<file path="src/rtl/game_master_ctrl.sv">
// Master controller for the linked-state-machine maze game.
// Sequences IDLE -> PLAY -> WIN/LOSE -> IDLE, forwards gated button
// presses to the maze sub-SM, runs the per-game countdown and keeps a
// saturating count of games won.
module game_master_ctrl #(
    parameter int TICK_DIV   = 100000000,
    parameter int TIME_LIMIT = 60
) (
    input  logic       CLK,
    input  logic       RESET,
    input  logic       BTNU,
    input  logic       BTNL,
    input  logic       BTNC,
    input  logic       BTNR,
    input  logic [3:0] MAZE_STATE,
    input  logic [3:0] MAZE_DEC,
    output logic [1:0] MASTER_STATE,
    output logic       SUB_RESET,
    output logic       BTNL_P,
    output logic       BTNC_P,
    output logic       BTNR_P,
    output logic [3:0] DEC_OUT,
    output logic [7:0] SECS_LEFT,
    output logic [3:0] WIN_COUNT,
    output logic       LED_WIN,
    output logic       LED_LOSE
);

    // A one-cycle divider still needs a 1-bit counter to exist.
    localparam int TW = (TICK_DIV > 1) ? $clog2(TICK_DIV) : 1;
    localparam logic [TW-1:0] TICK_LAST = TW'(TICK_DIV - 1);

    typedef enum logic [1:0] {
        S_IDLE = 2'b00,
        S_PLAY = 2'b01,
        S_WIN  = 2'b10,
        S_LOSE = 2'b11
    } state_t;

    state_t        state;
    logic [TW-1:0] tick;
    logic [7:0]    secs_left;
    logic [3:0]    win_count;
    logic [3:0]    btn_hist;   // {U, L, C, R} levels from the previous cycle
    logic [3:0]    btn_now;
    logic [3:0]    btn_rise;
    logic          tick_wrap;
    logic          btnl_p;
    logic          btnc_p;
    logic          btnr_p;

    assign btn_now   = {BTNU, BTNL, BTNC, BTNR};
    assign btn_rise  = btn_now & ~btn_hist;
    assign tick_wrap = (tick == TICK_LAST);

    // State machine, countdown, win counter, button history and gated pulses.
    always_ff @(posedge CLK) begin
        if (RESET) begin
            state     <= S_IDLE;
            tick      <= '0;
            secs_left <= 8'd0;
            win_count <= 4'd0;
            btn_hist  <= 4'b0000;
            btnl_p    <= 1'b0;
            btnc_p    <= 1'b0;
            btnr_p    <= 1'b0;
        end else begin
            btn_hist <= btn_now;
            // Presses reach the maze only while a game is actually running.
            btnl_p   <= btn_rise[2] && (state == S_PLAY);
            btnc_p   <= btn_rise[1] && (state == S_PLAY);
            btnr_p   <= btn_rise[0] && (state == S_PLAY);

            case (state)
                S_IDLE: begin
                    tick <= '0;
                    if (btn_rise[3]) begin
                        state     <= S_PLAY;
                        secs_left <= 8'(TIME_LIMIT);
                    end
                end
                S_PLAY: begin
                    if (tick_wrap) begin
                        tick <= '0;
                        if (secs_left != 8'd0)
                            secs_left <= secs_left - 8'd1;
                    end else begin
                        tick <= tick + TW'(1);
                    end
                    // Finishing the maze beats a timeout on the same edge.
                    if (MAZE_STATE == 4'hF) begin
                        state <= S_WIN;
                        tick  <= '0;
                        if (win_count != 4'hF)
                            win_count <= win_count + 4'd1;
                    end else if (tick_wrap && secs_left == 8'd1) begin
                        state <= S_LOSE;
                        tick  <= '0;
                    end
                end
                S_WIN, S_LOSE: begin
                    tick <= '0;
                    if (btn_rise[3])
                        state <= S_IDLE;
                end
                default: state <= S_IDLE;
            endcase
        end
    end

    // Outputs decoded from the state register only (maze digit passes through in PLAY).
    always_comb begin
        DEC_OUT = 4'h0;
        case (state)
            S_IDLE: DEC_OUT = 4'h0;
            S_PLAY: DEC_OUT = MAZE_DEC;
            S_WIN:  DEC_OUT = 4'hA;
            S_LOSE: DEC_OUT = 4'hE;
            default: DEC_OUT = 4'h0;
        endcase
    end

    assign MASTER_STATE = state;
    assign SUB_RESET    = (state == S_IDLE);
    assign LED_WIN      = (state == S_WIN);
    assign LED_LOSE     = (state == S_LOSE);
    assign SECS_LEFT    = secs_left;
    assign WIN_COUNT    = win_count;
    assign BTNL_P       = btnl_p;
    assign BTNC_P       = btnc_p;
    assign BTNR_P       = btnr_p;

endmodule

</file>
<file path="config.mk">
export PLATFORM = sky130hd
export DESIGN_NAME = game_master_ctrl
export DESIGN_NICKNAME = d
export VERILOG_FILES = /design/src/rtl/game_master_ctrl.sv
export SDC_FILE = /design/constraint.sdc
export NUM_CORES = 1
export LEC_CHECK = 0
export CAP_MARGIN = 40
export CORE_UTILIZATION = 55
export DETAILED_ROUTE_END_ITERATION = 16
export DONT_BUFFER_PORTS = 1
export PLACE_DENSITY = 0.73
export SETUP_SLACK_MARGIN = 0.15
export SLEW_MARGIN = 20
export SYNTH_ARGS = -nofsm -noshare
export SYNTH_HDL_FRONTEND = slang
export SYNTH_SLANG_ARGS = --single-unit
</file>
<file path="constraint.sdc">
create_clock -name CLK -period 1.7 [get_ports CLK]
set_input_delay 0.34 -clock CLK [delete_from_list [all_inputs] [get_ports CLK]]
set_output_delay 0.34 -clock CLK [all_outputs]
set_load 0.005 [all_outputs]
</file>
==> results by group, run 1 <==
Power and ir drop
  • Switch Pwr: ~500 µW
  • Pwr Density: around 730 mW/mm²
  • Leak: ~0.0011 µW
  • Comb pwr share: under 10%
  • Maximum vdd drop: about 0.65 mV
  • Switching part of the total: 22.77%
  • Clock Power Share: approximately two fifths
  • Pint: ~1700 µW
  • Reg power frac: a little over half

Global route
  • Vias in the first global route: approximately 1900
  • Met1 usage: between 20 and 30%
  • Met3 GRT Util: ~6.3%
  • GRT Residual Overflow: 0
  • Pin count of the biggest net entering global routing: 28
  • Total track usage: between 20 and 25%
  • Initial antenna violation count: 0
  • GRT met2 Usage: between 40% and 50%
  • First-pass GRT wire length: between 8 and 9 mm
  • Gr busiest metal: met2

Layout
  • Antenna cell count: 0
  • Fin area: 0.002922 mm²
  • Layout cells sized above 1: 27.78%
  • Filler-free cell count of the finished design: ~360
  • Fillers: between 300 and 400
  • Synthesis-to-finish area growth: 21.68%
  • Fin nets: roughly 320
  • Core Util, Final: a little under three quarters

Drt
  • Wire length per cell: between 15 and 20 µm
  • DRC viols: 0
  • Vias: 2143
  • Drt pass-1 iters: 4
  • Starting DRT DRC Count: between 100 and 150
  • Post-DR vias/cell: around 6
  • Final WL: around 5.4 mm
  • Post-route ant nets: 0

Place
  • Placed insts: between 300 and 400
  • Detailed Place HPWL: approximately 3.8 mm
  • PortBufs: 0
  • GPL Wtd Cong: between 0.8 and 0.9
  • Placed Instance Area: approximately 0.0028 mm²

Timing
  • Slew @ Worst Pin: 389.6 ps
  • Hold Violations, Final: 0
  • Final Max Tran Viols: 0
  • Max Clk Rate: 549.8 MHz
  • RSZ-0062 raised after global routing: true
  • Final setup TNS: -2900 ps
  • Worst hold slack: ~95 ps
  • Setup ws final: -118.9 ps
  • Final setup skew: 5.207 ps
  • Slew margin rel.: around three quarters
  • Setup violators final: 36
  • Period utilization: 107.0%
  • Crit path time final: about 1800 ps

Logic synthesis
  • Syn_nets: between 200 and 300
  • Syn avg cell area: 9.095 µm²
  • Asr flop ratio synth: 0%
  • Mapped cell area: between 0.002 and 0.0025 mm²
  • Cells after synthesis: 264
  • Register area share after synthesis: roughly two fifths
  • Synthesized flop and latch total: 48
  • Yosys warns: 0
  • EDFF count, synth: 0
  • Yosys cell types: 47
  • Post-synth top flop: dfxtp_1

CTS
  • Num CTS Buffers: 5
  • Clk pin slew, worst setup/hold paths: ~90 ps
  • Clock tree root driver cell: clkbuf_8
  • Clk sinks: 48
  • H-Tree Depth: 2
  • Clock Path Buffers: 2
  • CTS tree: built
  • Worst skew pair latency: 300 ps

Floorplanning
  • Die Area: about 0.0046 mm²
  • Die W: 68.07 µm
  • Core area: between 0.004 and 0.005 mm²
  • IO Pins: 38
  • Starting Density: a little under 60%
  • Die height: 68.07 µm
  • Rows: 23

Critical path
  • R2r startpoint: tick[22]$_SDFF_PP0_
  • Crit Path Class: flop to flop
  • Cell type of the slowest stage on the worst timing path: or4bb_4
  • R2R cell count: 5
  • CP top delay family: simple AND/OR/NAND/NOR gates
  • Worst setup SP type: flop
  • Crit-path cells: or4bb_4 -> nor4_4 -> buf_4 -> nand4_1 -> mux2_2
  • CP Data Required Time: 1890 ps
  • Buf/Inv on CP: 1
  • Crit-path max FO: 6
  • Worst setup EP type: flop
  • Worst path arrival time: 2010 ps
  • Crit path largest cell delay: 530 ps
  • R2R Path End: SECS_LEFT[6]$_SDFFE_PP0P_
  • Reg2reg setup slack: -120 ps

Run status
  • Outcome: finished with violations
  • Failing checks: setup timing

Run
  • Max-cap viol count: 0

Hold path
  • WHS Path Cells: 1
  • Hold EP: WIN_COUNT[3]$_SDFFE_PP0P_
  • Worst hold path type: input port to flop
  • HP Start: RESET
[power by group through the flow]
stage / clock network (µW) / registers [µW] / logic (µW)
4_1_cts: 847 / 1150 / 164
3_5_place_dp: 0 / 1180 / 163
3_3_place_gp: 0 / 1180 / 161
5_1_grt: 879 / 1160 / 182
6_report: 825 / 1150 / 166
2_1_floorplan: 0 / 1190 / 103
[final cells by class]
| class | instances | area, µm² | share of cell area [%] |
|---|---|---|---|
| multi-input combinational | 200 | 1399 | 47.88 |
| sequential | 48 | 972.2 | 33.28 |
| timing repair buffer | 47 | 365.4 | 12.51 |
| clock buffer | 5 | 68.82 | 2.355 |
| tap | 50 | 62.56 | 2.141 |
| clock inverter | 3 | 42.54 | 1.456 |
| inverter | 3 | 11.26 | 0.3854 |
[placed cells by master, fill, tap and decap left out, drive strengths merged, types with 9 or more instances in the layout]
cell type	count
nand2	9
a21oi	21
buf	47
nand3	13
nand4	17
dfxtp	48
xor2	13
o31ai	9
or4	12
nor2	27
[through the flow]
stage | total power, µW | setup WS (ps)
after floorplan | 1289 | -58.42
after global placement | 1342 | -68.87
after detailed placement | 1344 | -166.4
after CTS | 2165 | -135.9
after global routing | 2218 | -162.0
final | 2146 | -118.9
[cells in the mapped netlist, types with 4 or more instances]
cell	number	area [µm²]
and2_1	4	25.02
ha_1	4	50.05
clkbuf_1	6	22.52
nor2b_1	7	43.79
a21oi_1	21	105.1
nor2_1	27	101.4
nand4_1	17	106.4
o31ai_1	9	67.56
xor2_1	13	113.9
and3_1	4	25.02
nor3b_1	8	60.06
o21ai_0	5	25.02
and4_1	6	52.55
or3_1	4	25.02
dfxtp_1	48	960.9
nand3_1	12	60.06
buf_6	4	45.04
nand2_1	8	30.03
nor3_1	4	20.02
or4_1	11	82.58
[flip-flops by register name (all words and copies together), names as in the netlist]
signal,flops
BTNC_P,1
BTNL_P,1
BTNR_P,1
MASTER_STATE,2
SECS_LEFT,8
WIN_COUNT,4
btn_hist,4
tick,27
[how the worst max path moves through the flow]
stage	start	endpoint	slack [ps]	cells after the start
4_1_cts	tick[17]$_SDFF_PP0_	SECS_LEFT[6]$_SDFFE_PP0P_	-140	5
3_5_place_dp	tick[22]$_SDFF_PP0_	SECS_LEFT[6]$_SDFFE_PP0P_	-170	5
2_1_floorplan	tick[8]$_SDFF_PP0_	tick[21]$_SDFF_PP0_	-60	6
6_report	tick[22]$_SDFF_PP0_	SECS_LEFT[6]$_SDFFE_PP0P_	-120	5
5_1_grt	tick[22]$_SDFF_PP0_	SECS_LEFT[6]$_SDFFE_PP0P_	-160	5
3_3_place_gp	tick[22]$_SDFF_PP0_	SECS_LEFT[0]$_SDFFE_PP0P_	-70	5
[routing by layer]
layer | wire length, µm | part of all wire (%) | vias to the layer above
li1 | - | - | 1078
met1 | 2425 | 45 | 1000
met2 | 2642 | 49 | 61
met3 | 295 | 5.5 | 4
met4 | 46 | 0.85 | 0
met5 | 0 | 0 | -
[kinds of logic after synthesis]
kind of cell	count (synthesis)	share of synthesized area, %
DFF	48	40.02
xor gates and xnor gates	14	5.107
muxes	4	1.824
adders and majority gates	4	2.085
buffers and inverters	16	4.116
and+or+nand+nor	126	32.57
AOI/OAI and AO/OA	52	14.28
[timing repair]
action / 4_1_cts / 5_1_grt
setup buffers: 1 / 1
hold buffers: 0 / 0
resized for setup: 3 / 7
setup endpoints to repair: 37 / 38
hold endpoints to repair: 0 / 0
pin swaps: 2 / 3
Note: power is estimated with default switching activity, not from simulation.
==> inputs of run 2 (changes only) <==
==> config.mk (replaced) <==
export PLATFORM = sky130hd
export DESIGN_NAME = game_master_ctrl
export DESIGN_NICKNAME = d
export VERILOG_FILES = /design/src/rtl/game_master_ctrl.sv
export SDC_FILE = /design/constraint.sdc
export NUM_CORES = 1
export LEC_CHECK = 0
export CAP_MARGIN = 20
export CELL_PAD_IN_SITES_DETAIL_PLACEMENT = 1
export CELL_PAD_IN_SITES_GLOBAL_PLACEMENT = 1
export CORE_UTILIZATION = 43
export DETAILED_ROUTE_END_ITERATION = 16
export DONT_BUFFER_PORTS = 1
export PLACE_DENSITY_LB_ADDON = 0.1
export SETUP_SLACK_MARGIN = 0.15
export SYNTH_ARGS = -nofsm -noshare
export SYNTH_HDL_FRONTEND = slang
export SYNTH_SLANG_ARGS = --single-unit
==> run 2 against run 1 <==
Net effect:
- combinational power up 13%
- critical path depth unchanged
- final area up 6.0%
- core utilization down 12 points
- the flow still finishes with violations (setup timing)
- sequential power about the same
- power up 1.6%
- non-clock buffer count up 12
- clock power up 2%
- clock skew about the same
- hold slack worse by 11 ps
- sequential cell count unchanged
- routed wire length up 21%
==> results by group, run 2 (synthesized netlist as in run 1, its figures left out) <==
Global route
  • Pin count of the biggest net entering global routing: 28
  • GRT Residual Overflow: 0
  • Vias in the first global route: between 2000 and 2500
  • First-pass GRT wire length: 11.25 mm
  • Initial antenna violation count: 0
  • Total track usage: roughly a quarter

CTS
  • Worst skew pair latency: 300 ps
  • Num CTS Buffers: 5
  • Clk sinks: 48
  • Clock Path Buffers: 2
  • Hold_buf cts: 0
  • H-Tree Depth: 2
  • Clock tree root driver cell: clkbuf_8
  • Clk pin slew, worst setup/hold paths: roughly 90 ps
  • CTS tree: built

Floorplanning
  • Rows: 26
  • Starting Density: 45.84%
  • Die height: 76.73 µm
  • Core area: ~0.0052 mm²
  • IO Pins: 38
  • Die Area: roughly 0.0059 mm²
  • Die W: about 77 µm

Timing
  • Max Clk Rate: 547.2 MHz
  • Crit path time final: 1828 ps
  • Hold Violations, Final: 0
  • Slew @ Worst Pin: around 370 ps
  • RSZ-0062 raised after global routing: true
  • Final Max Tran Viols: 0
  • Period utilization: 107.5%
  • Final setup skew: between 5 and 6 ps
  • Setup violators final: 36
  • Setup ws final: -127.6 ps
  • Slew margin rel.: around three quarters

Drt
  • Post-DR vias/cell: between 5 and 6
  • Starting DRT DRC Count: 36
  • Final WL: around 6.6 mm
  • Wire length per cell: approximately 17 µm
  • DRC viols: 0
  • Vias: between 2000 and 2500
  • Post-route ant nets: 0
  • Drt pass-1 iters: 4

Layout
  • Commonest non-fill, non-tap cell in the layout: buf_4
  • Antenna cell count: 0
  • Most frequent cells in the layout: buf_4 (55), dfxtp_1 (36), nor2_1 (27)
  • Synthesis-to-finish area growth: 29.03%
  • Core Util, Final: about three fifths
  • Fin nets: approximately 340
  • Layout cells sized above 1: 33.65%
  • Max FFs per register: 27
  • Reg with most FFs: tick

Power and ir drop
  • Leak: between 0.001 and 0.0015 µW
  • Pwr Density: about 700 mW/mm²
  • Maximum vdd drop: 0.4394 mV
  • Total power: 2180 µW

Critical path
  • Crit-path max FO: 6
  • Worst setup SP type: flop
  • Worst setup EP type: flop
  • Crit Path Class: flop to flop
  • Worst path arrival time: just over 2000 ps
  • CP Data Required Time: between 1500 and 2000 ps

Place
  • GPL Wtd Cong: roughly 0.79
  • Detailed Place HPWL: 4.650 mm
  • PortBufs: 0
  • Pre-CTS setup slack: -98.16 ps

Hold path
  • Worst hold path type: input port to flop

Run
  • Max-cap viol count: 0

Run status
  • Failing checks: setup timing
  • Outcome: finished with violations
## run 2: path summary, 6_finish.rpt
check,startpoint,endpoint,slack [ps],cells after the start
max,tick[12]$_SDFF_PP0_,SECS_LEFT[6]$_SDFFE_PP0P_,-130,5
min,RESET,MASTER_STATE[1]$_SDFFE_PP0P_,80,1
min reg2reg,btn_hist[1]$_SDFF_PP0_,BTNC_P$_SDFF_PP0_,390,1
max reg2reg,tick[12]$_SDFF_PP0_,SECS_LEFT[6]$_SDFFE_PP0P_,-130,5
## run 2: layer usage
layer / vias to the layer above / track usage, % / part of all wire (%) / wire length (µm)
met3: 11 / 4.167 / 3.2 / 210
met2: 43 / 42.77 / 51 / 3313
li1: 1100 / - / - / -
met4: 0 / 8.077 / 1.7 / 114
met5: - / 0 / 0 / 0
met1: 1098 / 28.85 / 45 / 2917
## run 2: report_power, final
part | total [µW] | internal [µW] | leakage [µW] | switching, µW
registers | 1150 | 1140 | 0.000395 | 12.3
clock network | 838 | 436 | 0.0000541 | 402
logic | 187 | 85.7 | 0.000680 | 102
## run 2: what timing repair did
action / 4_1_cts / 5_1_grt
setup endpoints to repair: 37 / 38
gates resized for setup: 15 / 11
pin swaps: 12 / 8
buffers inserted: 4 / 2
## run 2: area by class of cell
class                           count  area [µm²]
Clock buffer                        5       68.82
Fill cell                         617        2140
Clock inverter                      3       42.54
Timing Repair Buffer               59       466.7
Tap cell                           70       87.58
Inverter                            3       11.26
Multi-Input combinational cell    200        1445
Sequential cell                    48       975.9
## run 2: worst max-delay path, cell delays in order (launching register included)
cell,delay (ps)
dfxtp_2,330
or4_4,560
nor4_4,290
buf_6,180
nand4_1,90
mux2_2,280
## run 2: through the flow
step	cells	area, µm²	hold slack (ps)	TNS [ps]
3_5_place_dp	374	2850	381.6	-563.5
5_1_grt	388	3098	60.81	-4544
6_report	388	3098	83.78	-3320
3_3_place_gp	374	2850	376.7	-115.7
2_1_floorplan	264	2441	372.9	-992.7
4_1_cts	386	3047	79.68	-932.8
